## src/rtl/clock_pkg.sv

```systemverilog
// Shared types and constants for the digital-clock display path.
// Glyphs are stored active-low in {g,f,e,d,c,b,a} order; decoders invert as needed.
package clock_pkg;

    localparam int SEG_W = 7;

    typedef logic [SEG_W-1:0] seg_t;

    localparam seg_t GLYPH_AL [10] = '{
        7'b1000000,  // 0
        7'b1111001,  // 1
        7'b0100100,  // 2
        7'b0110000,  // 3
        7'b0011001,  // 4
        7'b0010010,  // 5
        7'b0000010,  // 6
        7'b1111000,  // 7
        7'b0000000,  // 8
        7'b0010000   // 9
    };

    localparam seg_t SEG_BLANK = 7'b1111111;

endpackage

```

## src/rtl/bcd_to_7seg.sv

```systemverilog
// Combinational BCD digit to 7-segment decoder; non-BCD codes show a blank digit.
module bcd_to_7seg
    import clock_pkg::*;
#(
    parameter bit ACTIVE_LOW = 1'b1
) (
    input  logic [3:0] bcd,
    output seg_t       seg
);

    seg_t raw;

    // NOTE: every variable driven here gets a default first so no latch is inferred.
    always_comb begin
        raw = SEG_BLANK;
        if (bcd <= 4'd9) begin
            raw = GLYPH_AL[bcd];
        end
        seg = ACTIVE_LOW ? raw : ~raw;
    end

endmodule

```

## src/rtl/bcd_mod_counter.sv

```systemverilog
// Two-digit BCD modulo counter with prescaler or external tick, carry chaining,
// pause, manual set via push button, and registered 7-segment outputs.
module bcd_mod_counter
    import clock_pkg::*;
#(
    parameter int MODULUS        = 60,
    parameter int PRESCALE       = 500000,
    parameter int SEG_ACTIVE_LOW = 1
) (
    input  logic       clock,
    input  logic       reset_n,
    input  logic       tick_in,
    input  logic       run,
    input  logic       set_mode,
    input  logic       inc_btn_n,
    input  logic       clear,
    output logic       carry_out,
    output logic [3:0] ones,
    output logic [3:0] tens,
    output seg_t       seg_ones,
    output seg_t       seg_tens
);

    localparam logic [3:0] LAST_TENS = 4'((MODULUS - 1) / 10);
    localparam logic [3:0] LAST_ONES = 4'((MODULUS - 1) % 10);
    localparam bit         SEG_AL    = (SEG_ACTIVE_LOW != 0);
    localparam seg_t       SEG_ZERO  = SEG_AL ? GLYPH_AL[0] : ~GLYPH_AL[0];

    logic       count_en;
    logic       tick;
    logic [2:0] btn_sync;
    logic       inc_pulse;
    logic       set_inc;
    logic       tick_adv;
    logic       at_last;
    seg_t       dec_ones;
    seg_t       dec_tens;

    assign count_en = run & ~set_mode;

    // Stages 0-1 synchronise the raw button; stage 2 holds the previous level for edge detect.
    always_ff @(posedge clock or negedge reset_n) begin
        if (!reset_n) begin
            btn_sync <= '1;
        end else begin
            // NOTE: state registers use non-blocking assignment so every stage samples pre-edge values.
            btn_sync <= {btn_sync[1:0], inc_btn_n};
        end
    end

    assign inc_pulse = btn_sync[2] & ~btn_sync[1];

    generate
        if (PRESCALE > 0) begin : gen_presc
            localparam int            PW     = (PRESCALE > 1) ? $clog2(PRESCALE) : 1;
            localparam logic [PW-1:0] P_LAST = PW'(PRESCALE - 1);

            logic [PW-1:0] presc;
            logic          unused_tick_in;

            assign unused_tick_in = tick_in;

            always_ff @(posedge clock or negedge reset_n) begin
                if (!reset_n) begin
                    presc <= '0;
                end else if (clear) begin
                    presc <= '0;
                end else if (count_en) begin
                    presc <= (presc == P_LAST) ? '0 : presc + PW'(1);
                end
            end

            assign tick = (presc == P_LAST);
        end else begin : gen_ext_tick
            assign tick = tick_in;
        end
    endgenerate

    assign set_inc  = set_mode & inc_pulse;
    assign tick_adv = count_en & tick;
    assign at_last  = (tens == LAST_TENS) && (ones == LAST_ONES);

    // Priority: clear, then manual increment, then tick; only a tick-driven wrap carries.
    always_ff @(posedge clock or negedge reset_n) begin
        if (!reset_n) begin
            ones      <= 4'd0;
            tens      <= 4'd0;
            carry_out <= 1'b0;
        end else begin
            carry_out <= 1'b0;
            if (clear) begin
                ones <= 4'd0;
                tens <= 4'd0;
            end else if (set_inc || tick_adv) begin
                carry_out <= tick_adv & at_last;
                if (at_last) begin
                    ones <= 4'd0;
                    tens <= 4'd0;
                end else if (ones == 4'd9) begin
                    ones <= 4'd0;
                    tens <= tens + 4'd1;
                end else begin
                    ones <= ones + 4'd1;
                end
            end
        end
    end

    bcd_to_7seg #(.ACTIVE_LOW(SEG_AL)) u_dec_ones (
        .bcd (ones),
        .seg (dec_ones)
    );

    bcd_to_7seg #(.ACTIVE_LOW(SEG_AL)) u_dec_tens (
        .bcd (tens),
        .seg (dec_tens)
    );

    always_ff @(posedge clock or negedge reset_n) begin
        if (!reset_n) begin
            seg_ones <= SEG_ZERO;
            seg_tens <= SEG_ZERO;
        end else begin
            seg_ones <= dec_ones;
            seg_tens <= dec_tens;
        end
    end

endmodule
```

## config.mk

```make
export PLATFORM = sky130hd
export DESIGN_NAME = bcd_mod_counter
export DESIGN_NICKNAME = d
export VERILOG_FILES = /design/src/rtl/clock_pkg.sv /design/src/rtl/bcd_to_7seg.sv /design/src/rtl/bcd_mod_counter.sv
export SDC_FILE = /design/constraint.sdc
export NUM_CORES = 1
export LEC_CHECK = 0
export CORE_MARGIN = 2
export CORE_UTILIZATION = 55
export DETAILED_ROUTE_END_ITERATION = 10
export GPL_TIMING_DRIVEN = 0
export PLACE_DENSITY = 0.83
export SKIP_LAST_GASP = 1
export SYNTH_ARGS = -nofsm -noshare
export SYNTH_HDL_FRONTEND = slang
export SYNTH_SLANG_ARGS = --single-unit
```

## constraint.sdc

```tcl
create_clock -name clock -period 2.5 [get_ports clock]
set_input_delay 0.625 -clock clock [delete_from_list [all_inputs] [get_ports clock]]
set_output_delay 0.625 -clock clock [all_outputs]
set_load 0.02 [all_outputs]
```

# Yosys cells after proc, flatten, opt, wreduce, memory -nomap -nowiden
# Memories as Yosys holds them, arrays and structs flattened.
# Cells that the tools add are included.
# Widths: inputs -> output; s select.
dict set report totals {
  word_cells 53
  out_inout_bits 23
  memories 2
  regBits 45
  mem_bits_ro 224
}
# memory words word_bits rd rd_ports_with_merged_regs wr line
set mem_list {}
lappend mem_list {{(name not given)} 16 7 1 0 0 bcd_to_7seg.sv:17} ;# raw = GLYPH_AL[bcd];
lappend mem_list {{(name not given)} 16 7 1 0 0 bcd_to_7seg.sv:17}
dict set report classes {
  reduce_logical 6
  n_addsub 3
  magnitude_cmp 4
  n_bitwise 9
  n_eq_ne 3
  n_mux 19
}
# op n
set ops {}
lappend ops {{$mux 19} 3}
lappend ops {{$mux 7} 6}
lappend ops {{$mux 4} 8}
lappend ops {{$add 19x1->19 const B} 1}
lappend ops {{$eq 19x19->1 const B} 1}
lappend ops {{$ge 5x5->1 const B} 2}
lappend ops {{$not 4->5} 2}
lappend ops {{$add 4x1->4 const B} 2}
lappend ops {{$le 4x4->1 const B} 2}
lappend ops {{$and 1x1->1} 5}
lappend ops {{$eq 4x3->1 const B} 1}
lappend ops {{$eq 4x4->1 const B} 1}
lappend ops {{$reduce_bool 2->1} 2}
lappend ops {{$reduce_bool 3->1} 1}
lappend ops {{$mux 1} 2}
lappend ops {{$not 1->1} 2}
lappend ops {{$reduce_and 2->1} 1}
lappend ops {{$logic_and 1x1->1} 1}
lappend ops {{$logic_or 1x1->1} 1}

# Logic depth before layout (Yosys ltp)
# Gate-level depths: netlist of run 1.
dict set report depth {
  ltp_word 6
  ltp_mapped 7
}

# By module
# A second synthesis of run 1 with hierarchy kept.
dict set report unflattened {
  hier_cells 258
  area_unflattened_um2 2441.1
}
# module area_each_um2 seq_area_each_um2 instances cells_each
set by_module_without_submodules {}
lappend by_module_without_submodules {bcd_mod_counter 2028.2 1132.3 1 198}
lappend by_module_without_submodules {bcd_to_7seg 206.4 0.0 2 30}

# Worst setup path after synthesis of run 1
# Ideal clock, no wire load.
dict set report synth_timing {
  path_kind {flip-flop to flip-flop}
  startpoint {register gen_presc.presc[0]}
  endpoint {register ones[3]}
  n_path_buf 0
  path_stages_with_launch 6
  synth_period_minus_slack_ns 1.941
  setup_slack_ns 0.559
  t_arrival_ns 1.817
  path_cell_list {dfrtp_1 ha_1 nand4_1 or3_1 o21ai_2 mux2_2}
}
dict set report synth_via {
  elab_chain_cells 4
}
# element line
set synth_lines {}
lappend synth_lines {{start, declared} bcd_mod_counter.sv:58} ;# logic [PW-1:0] presc;
lappend synth_lines {{start signal, assigned} bcd_mod_counter.sv:69} ;# presc <= (presc == P_LAST) ? '0 : presc + PW'(1);
lappend synth_lines {{$eq 19x19->1} bcd_mod_counter.sv:73} ;# assign tick = (presc == P_LAST);
lappend synth_lines {{$and 1x1->1} bcd_mod_counter.sv:80} ;# assign tick_adv = count_en & tick;
lappend synth_lines {{$logic_or 1x1->1} bcd_mod_counter.sv:94} ;# end else if (set_inc || tick_adv) begin
lappend synth_lines {{$reduce_bool 2->1 (no source line)} --}
lappend synth_lines {{end signal, assigned} bcd_mod_counter.sv:103} ;# ones <= ones + 4'd1;
lappend synth_lines {{end, declared} bcd_mod_counter.sv:18} ;# output logic [3:0] ones,
# No other way between the ends.
# A chain may end at the register's enable or synchronous reset.

# Worst setup path in the final report of run 1
# Same ends and word-level chain as after synthesis.

==> impl_metrics.tcl, run 1 <==
set metrics [dict create \
    status "completed" \
    ys_seq_area_frac 0.467 \
    finalHoldViolCount 0 \
    initial_core_util 0.564 \
    final_layout_size_suffix_gt1_frac 0.0811 \
    io_buffers 27 \
    vias_per_cell 5.94 \
    ir_drop_uv 296 \
    rows 24 \
    setup_violations 0 \
    multiInputGateArea_sq_mm 0.00122 \
    diodes 0 \
    grt_max_degree 43 \
    critPathCaptureType "register" \
    maxCapViolCount 0 \
    maxSlewHeadroom 0.623 \
    numCtsBuffers 5 \
    grt_pass1_wl_mm 8.59 \
    slowest_delay_ps 520 \
    p_comb_frac 0.223 \
    worst_ep_arrival_time_ps 2380 \
    path_class "reg -> reg" \
    switching_share 0.291 \
    yosys.area.top_type "dfrtp_1" \
    clk_pin_slew_ps 80 \
    fp.dieArea_sq_mm 0.00495 \
    crit_fanout 7 \
    syn_area_per_cell_sq_um 9.32 \
    place_area_sq_mm 0.00277 \
    async_reset_ff_frac 1.00 \
    synth_top_area_frac 0.413 \
    cts_resized 0 \
    synth.most_common_cell "dfrtp_1" \
    power_density_mw_per_mm2 576 \
    seq_area_sq_mm 0.00113 \
    place_congestion 0.896 \
    syn_inst 260 \
    vias 2067 \
    syn_to_final_growth_pct 18.4 \
    synth-seq-cells 45 \
    n_fill_cell 353 \
    critical_path_required_ps 2690 \
    dp_hpwl_mm 3.57 \
    cp.buffers_inverters 0 \
    gr-total-overflow 0 \
    drtAntennaViolNets 0 \
    post_cts_buffers 0 \
    synth_flop_cell "dfrtp_1" \
    yosysWarnings 0 \
    finClkSkew_ps 7.87 \
    p_switching_mw 0.481 \
    drc_errors 0 \
    cts_sinks 45 \
    synth-edff-count 0 \
    fp.dieW_um 70.4 \
    ys_types 47 \
    max_freq_ghz 0.456 \
    antenna_found_initial 0 \
    io_pins 30 \
    maxSlewViolCount 0 \
    whs_ps 120 \
    dr.pass1.iters 4 \
    seqPwrFrac 0.495 \
    fin_crit_ps 2190 \
    fin_nets 312 \
    cts_tree "yes" \
    wl_per_cell_um 14.2 \
    hold_path.class "in -> async" \
    grt_pass1_vias 1888 \
    worst_pin_slew_ps 558 \
    critPathTopFamily "simple AND/OR/NAND/NOR gates" \
    synth.area.top_cells "dfrtp_1 41%, dfstp_2 5.4%, a21oi_1 5.4%" \
    clock_latency_ps 300 \
    start_kind "register" \
    p_clk_frac 0.282 \
    internal_power_mw 1.17 \
    grt_usage 0.214 \
    htree_levels 2 \
    stdcell_area_sq_mm 0.00287 \
    path_cells "ha_1, nand4_1, or3_1, o21ai_2, mux2_2" \
    crit_slowest_cell "or3_1" \
    period_share 0.877 \
    rsz0062_at_grt "false" \
    die-height_um 70.4 \
    syn-num-nets 277 \
    root_buffer "clkbuf_8" \
    synthTopCellsByCount "40 x dfrtp_1, 29 x nor2_1, 26 x a21oi_1" \
    postRouteWirelength_mm 4.95 \
    clockBufferDepth 2 \
    cts_hold_buf 0 \
    power_leakage_nw 1.19 \
    drtIter0Drc 143 \
    core_sq_mm 0.00429 \
    syn_area_sq_mm 0.00242 \
]
## per-layer routing
layer | global-route usage | share of wire
met1 | 0.273 | 0.43
met2 | 0.369 | 0.49
met3 | 0.0462 | 0.062
met4 | 0.0513 | 0.015
met5 | 0 | 0
## logic make-up after synthesis
group / after synthesis / share of synthesized area
xor gates and xnor gates: 7 / 0.0253
AOI/OAI and AO/OA: 61 / 0.154
adders and majority gates: 10 / 0.0516
muxes: 2 / 0.00878
and+or+nand+nor: 116 / 0.264
buffers and inverters: 19 / 0.0294
DFF: 45 / 0.467
## flip-flops by register name, indices dropped and copies added (netlist names)
register         count
gen_presc.presc     19
seg_ones             7
seg_tens             7
ones                 4
tens                 4
btn_sync             3
carry_out            1
## path summary, 6_finish.rpt
| path | slack, ps | from | depth (start not counted) | endpoint |
|---|---|---|---|---|
| worst min register to register | 360 | btn_sync[0] | 0 | btn_sync[1] |
| worst max-delay path | 310 | gen_presc.presc[0] | 5 | ones[3] |
| worst min-delay path | 120 | reset_n | 1 | seg_tens[3] |
| worst max register to register | 310 | gen_presc.presc[0] | 5 | ones[3] |
| min in group clock | 360 | btn_sync[0] | 0 | btn_sync[1] |
| max in group asynchronous | 1900 | reset_n | 2 | btn_sync[1] |
## per-stage QoR
step,setup slack [ps],setup TNS [ps],std cells,util,power [mW]
final,308,0,348,0.668,1.65
after global routing,154,0,348,0.668,1.73
after CTS,295,0,348,0.668,1.67
after detailed placement,48.9,0,340,0.646,1.21
after global placement,-331,-13140,339,0.642,1.19
after floorplan,559,0,260,-,1.04
## worst reg2reg max path, delay by kind of cell (launching register included)
family                   cells  cell delay, ps
AO/OA/AOI/OAI                1             280
adder cells (fa/ha/maj)      1             230
flip-flops                   1             390
multiplexers                 1             360
AND/OR/NAND/NOR              2             820
## power groups by stage
stage / Combinational [mW] / Clock (mW) / Sequential, mW
6_report: 0.370 / 0.466 / 0.819
5_1_grt: 0.402 / 0.502 / 0.827
4_1_cts: 0.372 / 0.475 / 0.820
3_5_place_dp: 0.371 / 0 / 0.835
3_3_place_gp: 0.358 / 0 / 0.832
2_1_floorplan: 0.138 / 0 / 0.900
## area by class of cell
type | instances | area share
plain buffers | 10 | 0.0131
clock buffers | 6 | 0.0288
multi-input cells | 196 | 0.425
well taps | 52 | 0.0227
repair buffers | 28 | 0.0994
inverters | 9 | 0.0118
flip-flops and latches | 45 | 0.395
clock inverters | 2 | 0.00480
## cells in the final DEF, fill, tap and decap left out, drive strengths merged, types with 3 or more instances in the layout
master         count
or3                6
ha                10
nand2b             5
nand4              6
or4                5
clkdlybuf4s50     26
dfrtp             40
a22oi              3
o21ai             19
dfstp              5
a21oi             26
clkbuf            15
nand2             23
xor2               5
buf                3
nor4               5
nor2              29
nor2b              3
nand3             14
nor3               5
inv                9
Note: power is estimated with default switching activity, not from simulation.
==> run 2: changes to the inputs <==
clock period = 2.6 ns   (was 2.5 ns; I/O delays follow)
==> results of run 2 <==
The final DEF is identical to that of run 1. Status: completed.
Main changes from that run: setup slack after placement 48.9 ps -> 124 ps; setup slack after layout 308 ps -> 408 ps; hold slack 120 ps -> 145 ps; register-to-register setup slack 310 ps -> 410 ps; total power 1.65 mW -> 1.59 mW; worst IR drop on VDD 296 uV -> 285 uV
